$ cat src/rtl/cpu_sequencer_pkg.sv
// Shared definitions for the 6502 cycle sequencer: addressing-mode codes,
// address-source encodings, T-state type and the supported-mode helper.
package cpu_sequencer_pkg;

   // Addressing-mode codes driven by the instruction decoder
   localparam logic [4:0] ADR_IMPL       = 5'd0;
   localparam logic [4:0] ADR_ACCUM      = 5'd1;
   localparam logic [4:0] ADR_IMM        = 5'd2;
   localparam logic [4:0] ADR_ZPG        = 5'd3;
   localparam logic [4:0] ADR_ZPG_RMW    = 5'd4;
   localparam logic [4:0] ADR_ZPG_X_Y    = 5'd5;
   localparam logic [4:0] ADR_ZPG_X_RMW  = 5'd6;
   localparam logic [4:0] ADR_ABS        = 5'd7;
   localparam logic [4:0] ADR_ABS_RMW    = 5'd8;
   localparam logic [4:0] ADR_ABS_JMP    = 5'd9;
   localparam logic [4:0] ADR_ABS_X_Y    = 5'd10;
   localparam logic [4:0] ADR_ABS_X_RMW  = 5'd11;
   localparam logic [4:0] ADR_REL        = 5'd12;
   localparam logic [4:0] ADR_STACK_PUSH = 5'd13;
   localparam logic [4:0] ADR_STACK_PULL = 5'd14;
   localparam logic [4:0] ADR_ABS_JSR    = 5'd15;
   localparam logic [4:0] ADR_ABS_IND    = 5'd16;
   localparam logic [4:0] ADR_ABS_X_IND  = 5'd17;
   localparam logic [4:0] ADR_ZPG_IND_Y  = 5'd18;
   localparam logic [4:0] ADR_INVAL      = 5'd31;

   // Address-source select encodings
   localparam logic [2:0] SEQ_SRC_PC      = 3'd0;
   localparam logic [2:0] SEQ_SRC_ZPG     = 3'd1;
   localparam logic [2:0] SEQ_SRC_ABS     = 3'd2;
   localparam logic [2:0] SEQ_SRC_IDX     = 3'd3;
   localparam logic [2:0] SEQ_SRC_IDX_FIX = 3'd4;

   // Longest instruction ends in T6
   localparam logic [2:0] SEQ_T_MAX = 3'd6;

   typedef enum logic [2:0] {
      TS0 = 3'd0, TS1 = 3'd1, TS2 = 3'd2, TS3 = 3'd3,
      TS4 = 3'd4, TS5 = 3'd5, TS6 = 3'd6
   } t_state_e;

   // Modes this sequencer can step; everything else halts at T1
   function automatic logic mode_supported(input logic [4:0] mode);
      logic ok;
      case (mode)
         ADR_IMPL, ADR_ACCUM, ADR_IMM, ADR_ZPG, ADR_ZPG_RMW, ADR_ZPG_X_Y,
         ADR_ZPG_X_RMW, ADR_ABS, ADR_ABS_RMW, ADR_ABS_JMP, ADR_ABS_X_Y,
         ADR_ABS_X_RMW, ADR_REL: ok = 1'b1;
         default:               ok = 1'b0;
      endcase
      return ok;
   endfunction

endpackage

$ cat src/rtl/cpu_sequencer_len.sv
// cpu_seq_len: combinational "last cycle of instruction" decode.
// T0 is never last; unsupported modes never finish (the top halts them).
module cpu_seq_len
   import cpu_sequencer_pkg::*;
(
   input  logic [4:0] adr_mode,
   input  logic       to_mem,
   input  logic       page_cross,
   input  logic       branch_taken,
   input  t_state_e   t_state,
   output logic       last
);

   // Per-mode final T-state, with the data-dependent ABS_X_Y and REL lengths
   always_comb begin
      last = 1'b0;
      case (adr_mode)
         ADR_IMPL, ADR_ACCUM, ADR_IMM: last = (t_state == TS1);
         ADR_ZPG:       last = (t_state == TS2);
         ADR_ZPG_RMW:   last = (t_state == TS4);
         ADR_ZPG_X_Y:   last = (t_state == TS3);
         ADR_ZPG_X_RMW: last = (t_state == TS5);
         ADR_ABS:       last = (t_state == TS3);
         ADR_ABS_RMW:   last = (t_state == TS5);
         ADR_ABS_JMP:   last = (t_state == TS2);
         // stores always take the high-byte fix cycle
         ADR_ABS_X_Y:   last = ((t_state == TS3) && !to_mem && !page_cross) ||
                               (t_state == TS4);
         ADR_ABS_X_RMW: last = (t_state == TS6);
         ADR_REL:       last = ((t_state == TS1) && !branch_taken) ||
                               ((t_state == TS2) && !page_cross) ||
                               (t_state == TS3);
         default:       last = 1'b0;
      endcase
   end

endmodule

$ cat src/rtl/cpu_sequencer.sv
// cpu_sequencer: T-state counter, halt flag, rdy stall gating and strobe
// decode for the 6502 core. Optional performance counters are built when
// the macro CPU_SEQ_PERF_EN is defined.
module cpu_sequencer
   import cpu_sequencer_pkg::*;
#(
   parameter bit RMW_DUMMY_WRITE = 1'b1
)
(
   input  logic       clk,
   input  logic       rst,
   input  logic       rdy,
   input  logic [4:0] adr_mode,
   input  logic       to_mem,
   input  logic       from_mem,
   input  logic       page_cross,
   input  logic       branch_taken,
   output logic       sync,
   output logic       ir_load,
   output logic       pc_inc,
   output logic [2:0] adr_src,
   output logic       we,
   output logic       exec,
   output logic [2:0] t_state,
   output logic       halted
`ifdef CPU_SEQ_PERF_EN
   ,
   output logic [31:0] cyc_cnt,
   output logic [31:0] instr_cnt
`endif
);

   t_state_e   t_state_r;
   t_state_e   t_next_s;
   logic       halted_r;
   logic       halted_next_s;
   logic       last_s;
   logic       unsupported_s;
   logic       frozen_s;
   logic       stall_s;
   logic       sync_s;
   logic       ir_load_s;
   logic       pc_inc_s;
   logic       we_raw_s;
   logic       exec_s;
   logic [2:0] adr_src_s;

   cpu_seq_len u_len (
      .adr_mode     (adr_mode),
      .to_mem       (to_mem),
      .page_cross   (page_cross),
      .branch_taken (branch_taken),
      .t_state      (t_state_r),
      .last         (last_s)
   );

   // adr_mode is only meaningful once the decoder sees the new IR (T1 on)
   assign unsupported_s = (t_state_r == TS1) && !mode_supported(adr_mode);
   assign frozen_s      = halted_r || unsupported_s;
   // Only read cycles wait for the bus
   assign stall_s       = !frozen_s && !we_raw_s && !rdy;

   // Raw strobe decode from the current T-state and addressing mode
   always_comb begin
      sync_s    = 1'b0;
      ir_load_s = 1'b0;
      pc_inc_s  = 1'b0;
      adr_src_s = SEQ_SRC_PC;
      we_raw_s  = 1'b0;
      exec_s    = 1'b0;
      if (frozen_s) begin
         adr_src_s = SEQ_SRC_PC;
      end else if (t_state_r == TS0) begin
         sync_s    = 1'b1;
         ir_load_s = 1'b1;
         pc_inc_s  = 1'b1;
      end else begin
         case (adr_mode)
            ADR_IMPL, ADR_ACCUM: exec_s = (t_state_r == TS1);
            ADR_IMM: begin
               pc_inc_s = (t_state_r == TS1);
               exec_s   = (t_state_r == TS1);
            end
            ADR_ZPG: begin
               case (t_state_r)
                  TS1: pc_inc_s = 1'b1;
                  TS2: begin adr_src_s = SEQ_SRC_ZPG; we_raw_s = to_mem; exec_s = from_mem; end
                  default: adr_src_s = SEQ_SRC_PC;
               endcase
            end
            ADR_ZPG_RMW: begin
               case (t_state_r)
                  TS1: pc_inc_s = 1'b1;
                  TS2: adr_src_s = SEQ_SRC_ZPG;
                  TS3: begin adr_src_s = SEQ_SRC_ZPG; we_raw_s = RMW_DUMMY_WRITE; end
                  TS4: begin adr_src_s = SEQ_SRC_ZPG; we_raw_s = 1'b1; exec_s = 1'b1; end
                  default: adr_src_s = SEQ_SRC_PC;
               endcase
            end
            ADR_ZPG_X_Y: begin
               case (t_state_r)
                  TS1: pc_inc_s = 1'b1;
                  TS2: adr_src_s = SEQ_SRC_ZPG;
                  TS3: begin adr_src_s = SEQ_SRC_IDX; we_raw_s = to_mem; exec_s = from_mem; end
                  default: adr_src_s = SEQ_SRC_PC;
               endcase
            end
            ADR_ZPG_X_RMW: begin
               case (t_state_r)
                  TS1: pc_inc_s = 1'b1;
                  TS2: adr_src_s = SEQ_SRC_ZPG;
                  TS3: adr_src_s = SEQ_SRC_IDX;
                  TS4: begin adr_src_s = SEQ_SRC_IDX; we_raw_s = RMW_DUMMY_WRITE; end
                  TS5: begin adr_src_s = SEQ_SRC_IDX; we_raw_s = 1'b1; exec_s = 1'b1; end
                  default: adr_src_s = SEQ_SRC_PC;
               endcase
            end
            ADR_ABS: begin
               case (t_state_r)
                  TS1, TS2: pc_inc_s = 1'b1;
                  TS3: begin adr_src_s = SEQ_SRC_ABS; we_raw_s = to_mem; exec_s = from_mem; end
                  default: adr_src_s = SEQ_SRC_PC;
               endcase
            end
            ADR_ABS_RMW: begin
               case (t_state_r)
                  TS1, TS2: pc_inc_s = 1'b1;
                  TS3: adr_src_s = SEQ_SRC_ABS;
                  TS4: begin adr_src_s = SEQ_SRC_ABS; we_raw_s = RMW_DUMMY_WRITE; end
                  TS5: begin adr_src_s = SEQ_SRC_ABS; we_raw_s = 1'b1; exec_s = 1'b1; end
                  default: adr_src_s = SEQ_SRC_PC;
               endcase
            end
            ADR_ABS_JMP: begin
               // exec in T2 loads PC from the address latch
               case (t_state_r)
                  TS1: pc_inc_s = 1'b1;
                  TS2: exec_s = 1'b1;
                  default: adr_src_s = SEQ_SRC_PC;
               endcase
            end
            ADR_ABS_X_Y: begin
               // T3 completes a read only when no carry into the high byte
               case (t_state_r)
                  TS1, TS2: pc_inc_s = 1'b1;
                  TS3: begin
                     adr_src_s = SEQ_SRC_IDX;
                     exec_s    = from_mem && !to_mem && !page_cross;
                  end
                  TS4: begin adr_src_s = SEQ_SRC_IDX_FIX; we_raw_s = to_mem; exec_s = from_mem; end
                  default: adr_src_s = SEQ_SRC_PC;
               endcase
            end
            ADR_ABS_X_RMW: begin
               case (t_state_r)
                  TS1, TS2: pc_inc_s = 1'b1;
                  TS3: adr_src_s = SEQ_SRC_IDX;
                  TS4: adr_src_s = SEQ_SRC_IDX_FIX;
                  TS5: begin adr_src_s = SEQ_SRC_IDX_FIX; we_raw_s = RMW_DUMMY_WRITE; end
                  TS6: begin adr_src_s = SEQ_SRC_IDX_FIX; we_raw_s = 1'b1; exec_s = 1'b1; end
                  default: adr_src_s = SEQ_SRC_PC;
               endcase
            end
            ADR_REL: pc_inc_s = (t_state_r == TS1);
            default: adr_src_s = SEQ_SRC_PC;
         endcase
      end
   end

   // Stall gating on the commit strobes; reset suppresses any write
   assign sync    = sync_s;
   assign ir_load = ir_load_s && !stall_s;
   assign pc_inc  = pc_inc_s && !stall_s;
   assign exec    = exec_s && !stall_s;
   assign we      = we_raw_s && !rst;
   assign adr_src = adr_src_s;
   assign t_state = t_state_r;
   assign halted  = frozen_s;

   // Next T-state: freeze on halt, hold on stall, wrap to T0 after last cycle
   always_comb begin
      t_next_s      = t_state_r;
      halted_next_s = halted_r;
      if (frozen_s) begin
         halted_next_s = 1'b1;
         t_next_s      = t_state_r;
      end else if (stall_s) begin
         t_next_s = t_state_r;
      end else if (last_s || (t_state_r == SEQ_T_MAX)) begin
         t_next_s = TS0;
      end else begin
         t_next_s = t_state_e'(t_state_r + 3'd1);
      end
   end

   // State register with synchronous reset to an opcode fetch
   always_ff @(posedge clk) begin
      if (rst) begin
         t_state_r <= TS0;
         halted_r  <= 1'b0;
      end else begin
         t_state_r <= t_next_s;
         halted_r  <= halted_next_s;
      end
   end

`ifdef CPU_SEQ_PERF_EN
   logic [31:0] cyc_cnt_r;
   logic [31:0] instr_cnt_r;

   // Active-cycle and instruction counters, wrapping modulo 2^32
   always_ff @(posedge clk) begin
      if (rst) begin
         cyc_cnt_r   <= 32'd0;
         instr_cnt_r <= 32'd0;
      end else begin
         if (!frozen_s && (rdy || we)) begin
            cyc_cnt_r <= cyc_cnt_r + 32'd1;
         end else begin
            cyc_cnt_r <= cyc_cnt_r;
         end
         if (sync && rdy) begin
            instr_cnt_r <= instr_cnt_r + 32'd1;
         end else begin
            instr_cnt_r <= instr_cnt_r;
         end
      end
   end

   assign cyc_cnt   = cyc_cnt_r;
   assign instr_cnt = instr_cnt_r;
`endif

endmodule

$ cat config.mk
export PLATFORM = sky130hd
export DESIGN_NAME = cpu_sequencer
export DESIGN_NICKNAME = d
export VERILOG_FILES = /design/src/rtl/cpu_sequencer_pkg.sv /design/src/rtl/cpu_sequencer_len.sv /design/src/rtl/cpu_sequencer.sv
export SDC_FILE = /design/constraint.sdc
export NUM_CORES = 1
export LEC_CHECK = 0
export CELL_PAD_IN_SITES_DETAIL_PLACEMENT = 1
export CELL_PAD_IN_SITES_GLOBAL_PLACEMENT = 1
export CORE_MARGIN = 1.5
export CORE_UTILIZATION = 39
export CTS_CLUSTER_DIAMETER = 150
export DETAILED_ROUTE_END_ITERATION = 16
export PLACE_DENSITY = 0.94
export SETUP_SLACK_MARGIN = 0.5
export SLEW_MARGIN = 10
export SYNTH_ARGS = -nofsm -noshare
export SYNTH_HDL_FRONTEND = slang
export SYNTH_SLANG_ARGS = --single-unit
$ cat constraint.sdc
create_clock -name clk -period 4.6 [get_ports clk]
set_input_delay 0.46 -clock clk [delete_from_list [all_inputs] [get_ports clk]]
set_output_delay 0.46 -clock clk [all_outputs]
set_load 0.03 [all_outputs]
==> results of run 1 <==
[cell usage in the layout, fill, tap and decap left out, drive strengths merged, types with 4 or more instances in the layout]
| cell | count |
|---|---|
| nand2b | 9 |
| nand2 | 9 |
| dfxtp | 4 |
| nor3 | 7 |
| clkdlybuf4s50 | 23 |
| inv | 5 |
| a21oi | 5 |
| ha | 6 |
| and2b | 5 |
| mux2i | 5 |
| nor2 | 10 |
| o21ai | 4 |
[per-stage QoR]
step | util (%) | std cells | hold slack (ns)
after detailed placement | 49.3 | 168 | 0.480
after CTS | 50.3 | 171 | 0.490
after global routing | 50.3 | 171 | 0.507
after floorplan | - | 121 | 0.458
after global placement | 49.3 | 168 | 0.480
final | 50.3 | 171 | 0.489
[layout make-up]
cell class              instances  area [sq um]  share of cell area [%]
flip-flops and latches          4          80.1                    6.49
repair buffers                 23           230                    18.7
inverters                       5          18.8                    1.52
clock buffers                   3          22.5                    1.83
multi-input cells             106           845                    68.5
well taps                      30          37.5                    3.04
[power groups by stage]
stage	Clock (mW)	Sequential, mW	Combinational, mW
final	0.0443	0.0400	0.110
after detailed placement	0	0.0405	0.109
after floorplan	0	0.0430	0.0682
after global placement	0	0.0403	0.106
after CTS	0.0462	0.0400	0.110
after global routing	0.0508	0.0401	0.118
[metal layers]
metal  vias up  wire, um
met5         -         0
met2        39      1600
li1        504         -
met4         0        25
met3         2       155
met1       531      1370
[path summary, 6_finish.rpt]
| check | startpoint | endpoint | cells past startpoint |
|---|---|---|---|
| worst min-delay path | halted_r | halted_r | 2 |
| worst max-delay path | adr_mode[0] | exec | 7 |
| worst min register to register | halted_r | halted_r | 2 |
| worst max register to register | t_state[2] | t_state[0] | 7 |
[cell families (layout without fill, tap and decap cells)]
group           after synthesis  count (layout)  synth area share (%)
simple gates                 65              65                  44.5
flops                         4               4                  8.05
compound gates               28              28                  25.5
fa+ha+maj                     6               6                  7.55
mux                           7               7                  7.30
buf+inv                      11              31                  7.04
[worst register-to-register path: stages, from the launching register on]
cell and delay, ns:
dfxtp_1 0.56, inv_1 0.22, ha_1 0.37, or3b_1 0.22
a211oi_2 0.09, nor4b_2 0.46, nand4_1 0.17, mux2i_1 0.18
[flip-flops by register name (all words and copies together) (netlist names)]
| name | count |
|---|---|
| halted_r | 1 |
| t_state | 3 |
==> metrics, run 1 <==
P&R area growth vs syn 24.0%; Syn Std Cell Area between 900 and 1000 sq um; Peak Freq 0.263 GHz; Post-Synthesis Cells about 120; layout cells sized above 1 about 18%; filler cell count ~290; Syn. warnings 0; pre-CTS setup slack just over 0.8 ns; Initial Util between 40% and 50%; largest net degree at the start of global routing 17; Leak about 0.45 nW; worst min-delay path class flip-flop to flip-flop; WP data arrival 3.34 ns; placed inst area about 1200 sq um; Worst Tran Pin Value between 0.6 and 0.7 ns; final hold violation count 0; RSZ-0062 raised after global routing no; gpl congestion about 0.98; initial antenna violation count 0; post-layout net count 161; DRC 0; CP max stage delay 0.92 ns; standard-cell rows 18; min Tclk post-route 3.80 ns; vias in the first global route approximately 1000; ANT cells 0; drt total wl 3150 um; H-tree Lvls 1; Die X 53.5 um; GRT busiest layer met2; Die Y 53.5 um; Total Power 0.194 mW; worst rel slew slack roughly 54%; initial DRC count 17; Largest delay share family, worst path buffers and inverters; Pre-antenna DRT Iters 5; Sw Share a little over two fifths; Sw Pwr 0.0840 mW; largest area contributor in the synthesized netlist dfxtp_1; sequential share of the synthesized area between 8 and 9%; outcome finished, final reports clean; grt met2 use around two fifths; largest fanout on the critical path 16; # Post-CTS Setup Buffers 0; Num CTS Buffers 3; HPWL Detailed between 2000 and 2500 um; synth cell count leaders nor2_1 (10), nand2_1 (9), nand2b_1 (8), nor3_1 (7), ha_1 (6); P per Cell Area roughly 160 nW/um^2; cell with the most instances after synthesis nor2_1; crit path buf inv count 2; Max-Cap Viols 0; Buffers on Ports 23; critical path's slowest cell clkdlybuf4s50_1; ys flop type dfxtp_1; core box area about 2500 sq um; fin crit share between 80% and 90%; WP data required roughly 4.1 ns; Max VDD drop approximately 0.21 mV; Routed wire per std cell about 18 um; crit path cell chain clkdlybuf4s50_1 -> and2_2 -> nand4_2 -> a221oi_2 -> o211ai_4 -> a211oi_2 -> clkdlybuf4s50_1; internal power 0.110 mW; total congestion overflow 0; setup TNS 0 ns; kind of critical path input pin to output pin; Clock Power Share 22.8%; Synth Net Count between 100 and 150; cts hold-fix bufs 0; Reg clk slew, reported paths 0.04 ns; clock tree buffer depth 2; Die ar. between 2000 and 3000 sq um; post-CTS sizing 0; Via-to-Cell Ratio 6.29; final instance area 1230 sq um; first-pass GRT wire length 5070 um; top-area cell type share of the netlist area 8.05%; Startpoint Class input pin; Comb pwr share between 50% and 60%; critical path's most frequent cell clkdlybuf4s50_1; via count 1076; Yosys reg bits 4; M3 GR Usage 5.37%; share of flip-flops with an asynchronous set or reset 0%; CP endpoint kind output pin; met1 Resource Use GR 31.5%; Slew Limit Fails 0; Total Routing Usage GR between 20% and 30%; Clock Sinks 4; final setup margin 0.802 ns; ANT nets after route 0; clock root buffer clkbuf_4; CTS tree built; Synth cell types 54; Clock Skew roughly 0.0046 ns; Syn Area/Cell approximately 8.2 sq um; top-level port count 24; ranking of synthesized cells by area dfxtp_1 (8.1%), ha_1 (7.5%), mux2i_1 (5.0%); Post-synth EDFFs 0; worst skew pair latency ~0.24 ns; sequential share of power 20.6%; reg2reg setup slack 2.24 ns; Setup violations, final 0
Power figures use the tool's default switching activity.
==> inputs of run 2 (changes only) <==
CORE_UTILIZATION = 36   (was 39)
PLACE_DENSITY = 0.88   (was 0.94)
clock period = 3.8 ns   (was 4.6 ns; I/O delays follow)
==> metrics, run 2 (synthesized netlist as in run 1, its figures left out) <==
outcome finished, final reports clean; HPWL Detailed 2530 um (+2.3%); critical path's most frequent cell clkdlybuf4s50_1; max reg flops 3 (unchanged); layout cells sized above 1 21.2% (+3.5 points); Initial Util 39.1% (-1.4 points); initial DRC count 27 (+10); first-pass GRT wire length 5350 um (+5.6%); via count 1063 (-1.2%); WP data arrival 2.82 ns (-0.52 ns); min Tclk post-route roughly 3.2 ns; post-layout net count 166 (+3.1%); DRC 0 (unchanged); CP endpoint kind output pin; worst min-delay path class flip-flop to flip-flop; Pre-antenna DRT Iters 4 (-1); multi-input gate area in the final layout 856 sq um (+1.3%); fin crit share a little over four fifths; final hold violation count 0 (unchanged); setup TNS 0 ns (unchanged); clock tree buffer depth 2 (unchanged); WP data required 3.42 ns (-0.72 ns); Die Y 55.6 um (+3.9%); Num CTS Buffers 3 (unchanged); Clock Sinks 4 (unchanged); Max-Cap Viols 0 (unchanged); largest net degree at the start of global routing 16 (-1); # Post-CTS Setup Buffers 0 (unchanged); min-delay src halted_r; vias in the first global route 1044 (+0.29%); CTS tree built; worst rel slew slack 69.3% (+16 points); RSZ-0062 raised after global routing no; Total Routing Usage GR 21.7% (-2.6 points); Reg-to-Reg Start t_state[0]; P per Cell Area 184 nW/um^2 (+17%); Leak 0.520 nW (+16%); kind of critical path input pin to output pin; clock root buffer clkbuf_4; crit path cell chain clkdlybuf4s50_1 -> inv_2 -> o21ai_0 -> a21oi_2 -> nand3_1 -> nor3_1 -> clkdlybuf4s50_1; standard-cell rows 18 (unchanged); Startpoint Class input pin; reg2reg setup slack 1.68 ns (-0.56 ns); Routed wire per std cell 18.2 um (-1.2%); P&R area growth vs syn 28.9%; Worst Tran Pin Value 0.459 ns (-0.233 ns); Worst Setup EP adr_src[2]; most common cell after layout, fill and taps aside clkdlybuf4s50_1; worst skew pair latency 0.24 ns (about the same); CP max stage delay 0.69 ns (-0.23 ns); Setup violations, final 0 (unchanged); CP Launch Point adr_mode[4]; largest fanout on the critical path 10 (-6); commonest non-fill, non-tap cells in the layout clkdlybuf4s50_1 (17), nor2_1 (10), nand2_1 (9); ANT cells 0 (unchanged); initial antenna violation count 0 (unchanged); final hold slack 0.486 ns (-0.00282 ns); Die X 55.6 um (+3.9%); core box area 2540 sq um (+3.7%); Slew Limit Fails 0 (unchanged); Critical R2R Capture t_state[0]; Reg clk slew, reported paths 0.04 ns (about the same); register area 80.1 sq um (unchanged); Max VDD drop 0.310 mV (+46%); critical path's slowest cell clkdlybuf4s50_1; H-tree Lvls 1 (unchanged); drt total wl 3200 um (+1.7%); total congestion overflow 0 (unchanged); R2R cell count 7 (unchanged); filler cell count 327 (+12%); ANT nets after route 0 (unchanged); Die ar. 3090 sq um (+7.9%); Clock Skew 0.00481 ns (+0.000216 ns); top-level port count 24 (unchanged); crit path buf inv count 3 (+1); Largest delay share family, worst path buffers and inverters; gpl congestion 0.911 (-6.6%); Via-to-Cell Ratio 6.04 (-4.0%); Buffers on Ports 23 (unchanged); Peak Freq 0.312 GHz; CP Depth 7 (unchanged)
## run 2: cell types whose count changed in the layout (fill, tap and decap cells not counted), sizes merged
cell,before,now
clkdlybuf4s50,23,17
buf,0,5
dlygate4sd2,0,4
dlymetal6s2s,0,2
## run 2: layout make-up
cell class	instances	area share (%)
repair buffers	28	20.9
flip-flops and latches	4	6.24
well taps	30	2.93
clock buffers	3	1.76
inverters	5	1.46
multi-input cells	106	66.7
## run 2: per-stage QoR
step	cell area [sq um]	power [mW]	cells	util (%)	setup slack [ns]
global placement	1250	0.181	173	49.1	0.375
finish	1280	0.236	176	50.4	0.599
CTS	1280	0.239	176	50.2	0.501
floorplan	995	0.135	121	-	1.01
global route	1280	0.254	176	50.4	0.501
detailed placement	1250	0.184	173	49.1	0.316
## run 2: what timing repair did
action,4_1_cts,5_1_grt
pin swaps,0,0
gates resized for setup,5,3
hold buffers,0,0
setup endpoints to repair,4,4
## run 2: worst min-delay path by stage
stage / slack, ns / end / cells after the start
detailed placement: 0.48 / halted_r / 2
floorplan: 0.45 / halted_r / 1
global route: 0.52 / halted_r / 2
global placement: 0.48 / halted_r / 2
CTS: 0.49 / halted_r / 2
finish: 0.49 / halted_r / 2
## run 2: report_power, final
group          leakage (nW)  switching (mW)  internal (mW)
registers            0.0326         0.00308         0.0452
logic                 0.473          0.0811         0.0538
clock network        0.0138          0.0177         0.0353
## run 2: per-layer routing
| layer | vias to the layer above | routed length, um | GRT usage (%) |
|---|---|---|---|
| li1 | 508 | - | - |
| met4 | 0 | 22 | 4.18 |
| met1 | 530 | 1520 | 27.8 |
| met2 | 23 | 1590 | 38.1 |
| met3 | 2 | 72 | 3.51 |
| met5 | - | 0 | 0 |
## run 2: worst register-to-register path, stage by stage (launching register included)
cell      delay (ns)
dfxtp_1         0.35
ha_1            0.26
ha_1            0.21
buf_4           0.16
o31ai_1         0.40
a221oi_4        0.10
o211ai_4        0.34
mux2i_1         0.23
